<file path="config.mk">
export PLATFORM = sky130hd
export DESIGN_NAME = wb_trace_buffer
export DESIGN_NICKNAME = d
export VERILOG_FILES = /design/src/rtl/wb_trace_buffer.sv
export SDC_FILE = /design/constraint.sdc
export NUM_CORES = 1
export LEC_CHECK = 0
export ABC_AREA = 1
export BUFFER_PORTS_ARGS = -buffer_cell sky130_fd_sc_hd__buf_2
export CAP_MARGIN = 40
export CORE_UTILIZATION = 30
export CTS_CLUSTER_SIZE = 12
export DETAILED_ROUTE_END_ITERATION = 6
export GPL_ROUTABILITY_DRIVEN = 0
export GPL_TIMING_DRIVEN = 0
export HOLD_SLACK_MARGIN = 0.12
export REMOVE_ABC_BUFFERS = 1
export SYNTH_ARGS = -nofsm -noshare
export SYNTH_HDL_FRONTEND = slang
export SYNTH_SLANG_ARGS = --single-unit
</file>
<file path="constraint.sdc">
create_clock -name clk -period 9.93 [get_ports clk]
set_input_delay 2.4825 -clock clk [delete_from_list [all_inputs] [get_ports clk]]
set_output_delay 2.4825 -clock clk [all_outputs]
set_load 0.02 [all_outputs]
</file>
<file path="src/rtl/wb_trace_buffer.sv">
// ============================================================================
// Module   : wb_trace_buffer
// Purpose  : Captures one architectural writeback event per clock (GPR, HI/LO,
//            CP0 or skip) after a warm-up period. Each event is stamped with a
//            sequence number and queued in a show-ahead FIFO for a golden-trace
//            compare or a debug UART.
// Revision : 1.0 - initial release
// ============================================================================
`default_nettype none

module wb_trace_buffer #(
    parameter int DEPTH  = 16,   // power of two, >= 2
    parameter int WARMUP = 5,    // >= 1
    parameter int SEQ_W  = 16
) (
    input  logic                     clk,
    input  logic                     rst,          // synchronous, active-low
    input  logic                     trace_en_i,
    input  logic                     reg_we_i,
    input  logic [4:0]               reg_waddr_i,
    input  logic [31:0]              reg_wdata_i,
    input  logic                     hilo_we_i,
    input  logic [31:0]              hi_data_i,
    input  logic [31:0]              lo_data_i,
    input  logic                     cp0_we_i,
    input  logic [4:0]               cp0_waddr_i,
    input  logic [31:0]              cp0_wdata_i,
    output logic                     out_valid_o,
    input  logic                     out_ready_i,
    output logic [1:0]               out_kind_o,
    output logic [SEQ_W-1:0]         out_seq_o,
    output logic [4:0]               out_addr_o,
    output logic [31:0]              out_data0_o,
    output logic [31:0]              out_data1_o,
    output logic [$clog2(DEPTH):0]   fifo_count_o,
    output logic                     overflow_o,
    output logic [15:0]              drop_cnt_o
);

    localparam int c_PTR_W  = $clog2(DEPTH);
    localparam int c_CNT_W  = c_PTR_W + 1;
    localparam int c_WARM_W = (WARMUP < 2) ? 1 : $clog2(WARMUP);

    localparam logic [1:0] c_KIND_SKIP = 2'd0;
    localparam logic [1:0] c_KIND_GPR  = 2'd1;
    localparam logic [1:0] c_KIND_HILO = 2'd2;
    localparam logic [1:0] c_KIND_CP0  = 2'd3;

    typedef enum logic [1:0] {
        ST_WARM = 2'd0,
        ST_RUN  = 2'd1,
        ST_IDLE = 2'd2
    } state_t;

    state_t               state_q;
    logic [c_WARM_W-1:0]  warm_q;
    logic [SEQ_W-1:0]     seq_q;
    logic [c_PTR_W-1:0]   wr_ptr_q;
    logic [c_PTR_W-1:0]   rd_ptr_q;
    logic [c_CNT_W-1:0]   count_q;
    logic [c_CNT_W-1:0]   count_d;
    logic                 overflow_q;
    logic [15:0]          drop_cnt_q;
    logic [15:0]          drop_cnt_d;

    // Entry storage; not reset because every read is qualified by a non-zero count.
    logic [1:0]           kind_mem_q  [DEPTH];
    logic [SEQ_W-1:0]     seq_mem_q   [DEPTH];
    logic [4:0]           addr_mem_q  [DEPTH];
    logic [31:0]          data0_mem_q [DEPTH];
    logic [31:0]          data1_mem_q [DEPTH];

    logic [1:0]           w_kind;
    logic [4:0]           w_addr;
    logic [31:0]          w_data0;
    logic [31:0]          w_data1;
    logic                 w_capture;
    logic                 w_pop;
    logic                 w_full;
    logic                 w_push;
    logic                 w_drop;
    logic [SEQ_W-1:0]     w_seq_next;

    // Fixed-priority event classification: GPR over HI/LO over CP0 over skip.
    always_comb begin
        w_kind  = c_KIND_SKIP;
        w_addr  = 5'd0;
        w_data0 = 32'd0;
        w_data1 = 32'd0;
        if (reg_we_i) begin
            w_kind  = c_KIND_GPR;
            w_addr  = reg_waddr_i;
            w_data0 = reg_wdata_i;
        end else if (hilo_we_i) begin
            w_kind  = c_KIND_HILO;
            w_data0 = hi_data_i;
            w_data1 = lo_data_i;
        end else if (cp0_we_i) begin
            w_kind  = c_KIND_CP0;
            w_addr  = cp0_waddr_i;
            w_data0 = cp0_wdata_i;
        end
    end

    assign w_capture  = (state_q == ST_RUN) && trace_en_i;
    assign w_pop      = (count_q != '0) && out_ready_i;
    assign w_full     = (count_q == c_CNT_W'(DEPTH));
    // A full FIFO still accepts an event when the head leaves in the same cycle.
    assign w_push     = w_capture && (!w_full || w_pop);
    assign w_drop     = w_capture && !w_push;
    assign w_seq_next = seq_q + 1'b1;

    // Next-state values for occupancy and the saturating drop counter.
    always_comb begin
        count_d = count_q;
        if (w_push && !w_pop) begin
            count_d = count_q + 1'b1;
        end else if (w_pop && !w_push) begin
            count_d = count_q - 1'b1;
        end
        drop_cnt_d = drop_cnt_q;
        if (w_drop && (drop_cnt_q != 16'hFFFF)) begin
            drop_cnt_d = drop_cnt_q + 16'd1;
        end
    end

    // Capture FSM, sequence numbering, FIFO pointers and overflow bookkeeping.
    always_ff @(posedge clk) begin
        if (!rst) begin
            state_q    <= ST_WARM;
            warm_q     <= '0;
            seq_q      <= '0;
            wr_ptr_q   <= '0;
            rd_ptr_q   <= '0;
            count_q    <= '0;
            overflow_q <= 1'b0;
            drop_cnt_q <= 16'd0;
        end else begin
            case (state_q)
                ST_WARM: begin
                    if (trace_en_i) begin
                        if (warm_q == c_WARM_W'(WARMUP - 1)) begin
                            state_q <= ST_RUN;
                            warm_q  <= '0;
                        end else begin
                            warm_q  <= warm_q + 1'b1;
                        end
                    end
                end
                ST_RUN: begin
                    if (!trace_en_i) begin
                        state_q <= ST_IDLE;
                    end
                end
                ST_IDLE: begin
                    if (trace_en_i) begin
                        state_q <= ST_WARM;
                        warm_q  <= '0;
                    end
                end
                default: begin
                    state_q <= ST_WARM;
                    warm_q  <= '0;
                end
            endcase

            // Sequence advances for every recorded event, dropped or not.
            if (w_capture) begin
                seq_q <= w_seq_next;
            end
            if (w_push) begin
                wr_ptr_q <= wr_ptr_q + 1'b1;
            end
            if (w_pop) begin
                rd_ptr_q <= rd_ptr_q + 1'b1;
            end
            if (w_drop) begin
                overflow_q <= 1'b1;
            end
            count_q    <= count_d;
            drop_cnt_q <= drop_cnt_d;
        end
    end

    // Entry write port.
    always_ff @(posedge clk) begin
        if (rst && w_push) begin
            kind_mem_q[wr_ptr_q]  <= w_kind;
            seq_mem_q[wr_ptr_q]   <= w_seq_next;
            addr_mem_q[wr_ptr_q]  <= w_addr;
            data0_mem_q[wr_ptr_q] <= w_data0;
            data1_mem_q[wr_ptr_q] <= w_data1;
        end
    end

    // Show-ahead head presentation, forced to zero while empty.
    assign out_valid_o  = (count_q != '0);
    assign out_kind_o   = out_valid_o ? kind_mem_q[rd_ptr_q]  : 2'd0;
    assign out_seq_o    = out_valid_o ? seq_mem_q[rd_ptr_q]   : '0;
    assign out_addr_o   = out_valid_o ? addr_mem_q[rd_ptr_q]  : 5'd0;
    assign out_data0_o  = out_valid_o ? data0_mem_q[rd_ptr_q] : 32'd0;
    assign out_data1_o  = out_valid_o ? data1_mem_q[rd_ptr_q] : 32'd0;
    assign fifo_count_o = count_q;
    assign overflow_o   = overflow_q;
    assign drop_cnt_o   = drop_cnt_q;

endmodule

`default_nettype wire
</file>
==> impl_metrics.json, run 1 <==
{
  "setup_viol": 0,
  "first_global_vias": 37558,
  "r2r_cells": 11,
  "final_util": 0.358,
  "layout_common_cells": "edfxtp_1 (1,392), nor2_1 (1,283), o21ai_0 (619)",
  "clk_pin_slew_worst_paths_ns": 0.06,
  "layout_commonest_cell": "edfxtp_1",
  "root_buffer": "clkbuf_16",
  "antenna_found_initial": 2,
  "status": "complete, no violations",
  "ant_nets": 0,
  "post-dp-hpwl_mm": 92.6,
  "core_area_mm2": 0.196,
  "final.setup_skew_ns": 0.0223,
  "crit_path_max_fanout": 229,
  "die-area_mm2": 0.200,
  "die_width_um": 447,
  "startpoint_type": "register",
  "drc_errors": 0,
  "r2r-end": "data0_mem_q[14][16]",
  "cp-end-kind": "output pin",
  "min_period_over_period": 0.701,
  "cts_tree": "yes",
  "drt-initial-drc-count": 3793,
  "fp-row-count": 162,
  "drive_gt1_frac": 0.114,
  "areaGrowthSynthToFinish_pct": 17.9,
  "path_class": "reg2out",
  "cts_max_path_buffers": 3,
  "io-pin-count": 255,
  "ys_types": 37,
  "h-tree-depth": 4,
  "grt_use_total": 0.161,
  "fillers": 18963,
  "postCtsSetupRepairBufs": 0,
  "cts_hold_buffers": 0,
  "maxSlewViolCount": 0,
  "dieHeight_um": 447,
  "leakage_nw": 24.3,
  "grt_max_degree": 260,
  "finalPower_mw": 16.7,
  "overflow": 0,
  "r2r-start": "state_q[0]",
  "hold_viol": 0,
  "drt-total-wl_mm": 165,
  "slew-limit-headroom": 0.278,
  "worstSkewPairLatency_ns": 0.79,
  "avgViaCountPerCell": 4.84,
  "syn_area_mm2": 0.0594,
  "fmax_mhz": 144,
  "drt-pass1-iter-count": 5,
  "fin_ws_ns": 2.97,
  "min_period_ns": 6.96,
  "rsz0062_at_grt": "no",
  "syn_inst": 5183,
  "regToRegSetupSlack_ns": 6.24,
  "grt_pass1_wl_mm": 241,
  "wire_per_inst_um": 20.2,
  "ctsResizeCount": 0,
  "ys_seq_elements": 1447,
  "nNetsFinal": 5584,
  "multi_input_area_mm2": 0.0146,
  "holdCritPathClass": "reg2reg",
  "worst_pin_slew_ns": 1.08,
  "cp.required_ns": 7.45,
  "port_buffers": 254,
  "initial_utilization": 0.303,
  "syn_area_per_cell_um2": 11.5,
  "arrival_ns": 4.48,
  "cts_buffers": 150,
  "via_count": 39434,
  "critical_path.endpoint": "out_seq_o[9]",
  "cts.sinks": 1447,
  "vdd_ir_drop_max_uv": 331,
  "seq_area_mm2": 0.0429,
  "synth.yosys.seq_area_share": 0.722,
  "hold_depth": 2,
  "place_ws_ns": 3.82,
  "maxCapViolCount": 0,
  "power_density_mw_per_mm2": 238,
  "yosysWarnings": 0
}
==> cell usage after synthesis (all sizes together) <==
| cell | number | area share |
|---|---|---|
| a2111oi | 1 | 0.00015 |
| a21boi | 1 | 0.00013 |
| a21oi | 131 | 0.011 |
| a22oi | 32 | 0.0040 |
| and3 | 1 | 0.00011 |
| buf | 176 | 0.017 |
| clkbuf | 150 | 0.0095 |
| clkinv | 4 | 0.00027 |
| dfxtp | 55 | 0.019 |
| edfxtp | 1392 | 0.70 |
| fa | 1 | 0.00034 |
| ha | 13 | 0.0027 |
| inv | 106 | 0.0068 |
| nand2 | 592 | 0.037 |
| nand3 | 525 | 0.044 |
| nand3b | 2 | 0.00025 |
| nand4 | 8 | 0.00084 |
| nor2 | 1302 | 0.082 |
| nor3 | 4 | 0.00034 |
| o211ai | 27 | 0.0034 |
| o21a | 1 | 0.00013 |
| o21ai | 640 | 0.054 |
| o21bai | 2 | 0.00025 |
| xnor2 | 6 | 0.00088 |
| xor2 | 11 | 0.0016 |
==> critical path, cell delays in order (launching register included) <==
cell     delay [ns]
dfxtp_4        0.48
buf_16         0.25
buf_16         0.25
inv_16         0.44
buf_16         0.51
o21ai_0        0.25
nand3_1        0.15
nand3_1        0.10
a21oi_1        0.58
buf_2          0.29
==> state kept, by name, indices dropped and copies added, names as in the netlist, named ones only <==
signal,flops
warm_q,3
fifo_count_o,5
wr_ptr_q,4
seq_q,16
overflow_o,1
addr_mem_q,80
rd_ptr_q,4
state_q,2
data1_mem_q,512
data0_mem_q,512
kind_mem_q,32
drop_cnt_o,16
seq_mem_q,256
==> worst min path at each step <==
stage	slack, ns	startpoint	to
2_1_floorplan	0.45	rd_ptr_q[2]	register
3_3_place_gp	0.45	overflow_o	overflow_o
3_5_place_dp	0.46	rd_ptr_q[2]	register
4_1_cts	0.47	rd_ptr_q[2]	register
5_1_grt	0.51	rd_ptr_q[2]	register
6_report	0.47	rd_ptr_q[2]	register
==> metal layers <==
metal  global-route usage  up-vias  part of all wire
met2                0.261     1263              0.47
li1                     -    18650                 -
met4               0.0473        0             0.024
met5                    0        -                 0
met3               0.0244      269             0.059
met1                0.223    19252              0.45
==> report_power, final <==
| part | total (mW) | leakage [nW] | internal, mW | switching (mW) |
|---|---|---|---|---|
| combinational | 4.75 | 9.03 | 1.37 | 3.37 |
| sequential | 6.77 | 13.2 | 6.70 | 0.0630 |
| clock | 5.16 | 2.13 | 2.83 | 2.33 |
| total | 16.7 | 24.3 | 10.9 | 5.76 |
==> cell type report <==
class                      count  share of cell area
antenna                        2           0.0000714
clock buffer                 197              0.0570
clock inverter                50             0.00555
inverter                     110             0.00662
multi-input combinational   3300               0.209
sequential                  1447               0.612
tap                         2624              0.0469
timing repair buffer         416              0.0626
==> per-stage QoR <==
step | hold slack, ns | cells | TNS [ns] | instance area, um^2
detailed placement | 0.459 | 7896 | 0 | 65700
floorplan | 0.447 | 4857 | -1252.89 | 57800
CTS | 0.475 | 8143 | 0 | 70100
finish | 0.474 | 8146 | 0 | 70100
global placement | 0.452 | 7735 | -9986.22 | 62400
global route | 0.511 | 8144 | 0 | 70100
==> logic make-up after synthesis <==
| group | after synthesis | synth area share |
|---|---|---|
| buf+inv | 436 | 0.0338 |
| simple gates | 2434 | 0.166 |
| xor+xnor | 17 | 0.00251 |
| compound gates | 835 | 0.0731 |
| flops | 1447 | 0.722 |
| fa+ha+maj | 14 | 0.00307 |
No activity file was read; power rests on OpenSTA's default activity.
==> inputs of run 2 (changes only) <==
--- a/config.mk
+++ b/config.mk
@@ -5,7 +5,7 @@
 export SDC_FILE = /design/constraint.sdc
 export NUM_CORES = 1
 export LEC_CHECK = 0
-export ABC_AREA = 1
+export ABC_AREA = 0
 export BUFFER_PORTS_ARGS = -buffer_cell sky130_fd_sc_hd__buf_2
 export CAP_MARGIN = 40
 export CORE_UTILIZATION = 30
==> constraint.sdc (replaced) <==
create_clock -name clk -period 6.1 [get_ports clk]
set_input_delay 1.525 -clock clk [delete_from_list [all_inputs] [get_ports clk]]
set_output_delay 1.525 -clock clk [all_outputs]
set_load 0.02 [all_outputs]
==> impl_metrics.json, run 2 <==
{
  "wl_met3_mm": 7.36,
  "worst_pin_slew_ns": 0.915,
  "synthArstFlopShare": 0,
  "grt_max_degree": 73,
  "synth_area_leaders": "edfxtp_1 (74%), mux4_2 (13%), mux2i_1 (3.3%)",
  "cts_buffers": 150,
  "path_class": "reg2out",
  "min_period_over_period": 0.916,
  "fmax_mhz": 179,
  "vdd_ir_drop_max_uv": 373,
  "grt_use_total": 0.145,
  "postCtsSetupRepairBufs": 0,
  "synth-edff-count": 1392,
  "rsz0062_at_grt": "no",
  "syn_inst": 2718,
  "synthFlopType": "edfxtp_1",
  "drc_errors": 0,
  "grt_pass1_wl_mm": 201,
  "maxSlewViolCount": 0,
  "syn_area_per_cell_um2": 20.8,
  "initial_utilization": 0.303,
  "via_count": 28083,
  "regToRegSetupSlack_ns": 2.24,
  "cts_hold_buffers": 0,
  "crit_path_max_fanout": 55,
  "largest_registers": "data0_mem_q (512), data1_mem_q (512), seq_mem_q (256)",
  "yosysTopAreaCell": "edfxtp_1",
  "drt-pass1-iter-count": 7,
  "power_density_mw_per_mm2": 371,
  "syn_area_mm2": 0.0564,
  "yosys.cell_count.top_type": "edfxtp_1",
  "die_width_um": 436,
  "overflow": 0,
  "wl_met1_mm": 60.3,
  "instances_no_fill": 5752,
  "cp-end-kind": "output pin",
  "fp-row-count": 158,
  "avgViaCountPerCell": 4.88,
  "setup_viol": 0,
  "drt-initial-drc-count": 2603,
  "netlist.area_leader.share": 0.741,
  "layout_commonest_cell": "edfxtp_1",
  "dieHeight_um": 436,
  "root_buffer": "clkbuf_16",
  "holdCritPathClass": "reg2reg",
  "r2r_cells": 8,
  "hold_viol": 0,
  "leakage_nw": 21.8,
  "cts_max_path_buffers": 3,
  "port_buffers": 254,
  "arrival_ns": 4.06,
  "dp_cells": 5501,
  "layout_common_cells": "edfxtp_1 (1,392), mux4_2 (321), buf_2 (274)",
  "die-area_mm2": 0.190,
  "dr_wl_met2_mm": 68.2,
  "drive_gt1_frac": 0.305,
  "critical_path.endpoint": "out_seq_o[3]",
  "ctsResizeCount": 0,
  "ys_seq_elements": 1447,
  "status": "complete, no violations",
  "post-dp-hpwl_mm": 88.8,
  "highest_layer": "met4",
  "min_period_ns": 5.59,
  "r2r-start": "state_q[0]",
  "slew-limit-headroom": 0.388,
  "first_global_vias": 28961,
  "r2r-end": "data0_mem_q[3][24]",
  "antenna_found_initial": 6,
  "synth.yosys.seq_area_share": 0.761,
  "startpoint_type": "register",
  "ant_nets": 0,
  "hold-worst-slack_ns": 0.479,
  "cts_tree": "yes",
  "drt-total-wl_mm": 139,
  "maxCapViolCount": 0,
  "yosysWarnings": 0,
  "final.setup_skew_ns": 0.0257,
  "core_area_mm2": 0.186,
  "clk_pin_slew_worst_paths_ns": 0.06,
  "worstSkewPairLatency_ns": 0.77,
  "nNetsFinal": 3334,
  "cts.sinks": 1447,
  "areaGrowthSynthToFinish_pct": 19.9,
  "wire_per_inst_um": 24.2,
  "cp.required_ns": 4.58,
  "io-pin-count": 255,
  "ys_types": 51,
  "synth_common_cells": "edfxtp_1 (1,392), mux4_2 (321), mux2i_1 (186)",
  "h-tree-depth": 4,
  "finalPower_mw": 25.1
}
-- run 2: changes by cell type after synthesis, sizes merged, moves of 60 or more --
| cell | previous run | this run |
|---|---|---|
| nor2 | 1302 | 37 |
| o22ai | 0 | 60 |
| nand3 | 525 | 26 |
| a21oi | 131 | 28 |
| buf | 176 | 92 |
| inv | 106 | 12 |
| mux2i | 0 | 186 |
| nand2 | 592 | 76 |
| clkbuf | 150 | 68 |
| mux4 | 0 | 321 |
| o21ai | 640 | 73 |
-- run 2: final cells by class --
| cell class | count | area, um^2 |
|---|---|---|
| well taps | 2480 | 3100 |
| diodes | 1 | 2.50 |
| multi-input cells | 1099 | 13000 |
| repair buffers | 465 | 4310 |
| clock inverters | 48 | 283 |
| inverters | 12 | 52.6 |
| flip-flops and latches | 1447 | 42900 |
| fillers | 16916 | 118000 |
| clock buffers | 200 | 3970 |
-- run 2: worst min path at each step --
stage,start,to,slack (ns),depth (start not counted)
finish,drop_cnt_o[12],drop_cnt_o[12],0.48,2
global route,drop_cnt_o[12],drop_cnt_o[12],0.50,2
CTS,drop_cnt_o[12],drop_cnt_o[12],0.48,2
detailed placement,drop_cnt_o[12],drop_cnt_o[12],0.47,2
global placement,overflow_o,overflow_o,0.45,1
floorplan,seq_q[15],seq_q[15],0.46,2
-- run 2: cells by family after synthesis --
logic type	synth area share
flops	0.761
mux	0.161
compound gates	0.0349
simple gates	0.0231
buf+inv	0.0126
xor+xnor	0.00435
fa+ha+maj	0.00324
-- run 2: power breakdown --
part,internal (mW),switching [mW]
Combinational,2.42,3.44
Sequential,10.9,0.106
Clock,4.55,3.65
Total,17.9,7.20
-- run 2: critical path: stages, from the launching register on --
cell	delay, ns
dfxtp_4	0.78
buf_16	0.36
buf_16	0.32
nor2_2	0.17
buf_8	0.23
a22oi_1	0.26
a22oi_1	0.13
o21ai_0	0.65
buf_2	0.30
-- run 2: through the flow --
step | TNS [ns] | utilization | setup WS (ns) | cell area (um^2)
CTS | 0 | 0.363 | 0.282 | 67600
floorplan | -2286.59 | - | -11.90 | 55700
global placement | - | 0.323 | -19.74 | 60100
global route | 0 | 0.363 | 0.147 | 67600
detailed placement | 0 | 0.340 | 1.03 | 63300
finish | 0 | 0.363 | 0.513 | 67600
-- run 2: layer usage --
layer / vias up / global-route usage
li1: 12304 / -
met1: 14781 / 0.196
met2: 802 / 0.238
met3: 196 / 0.0264
met4: 0 / 0.0436
met5: - / 0
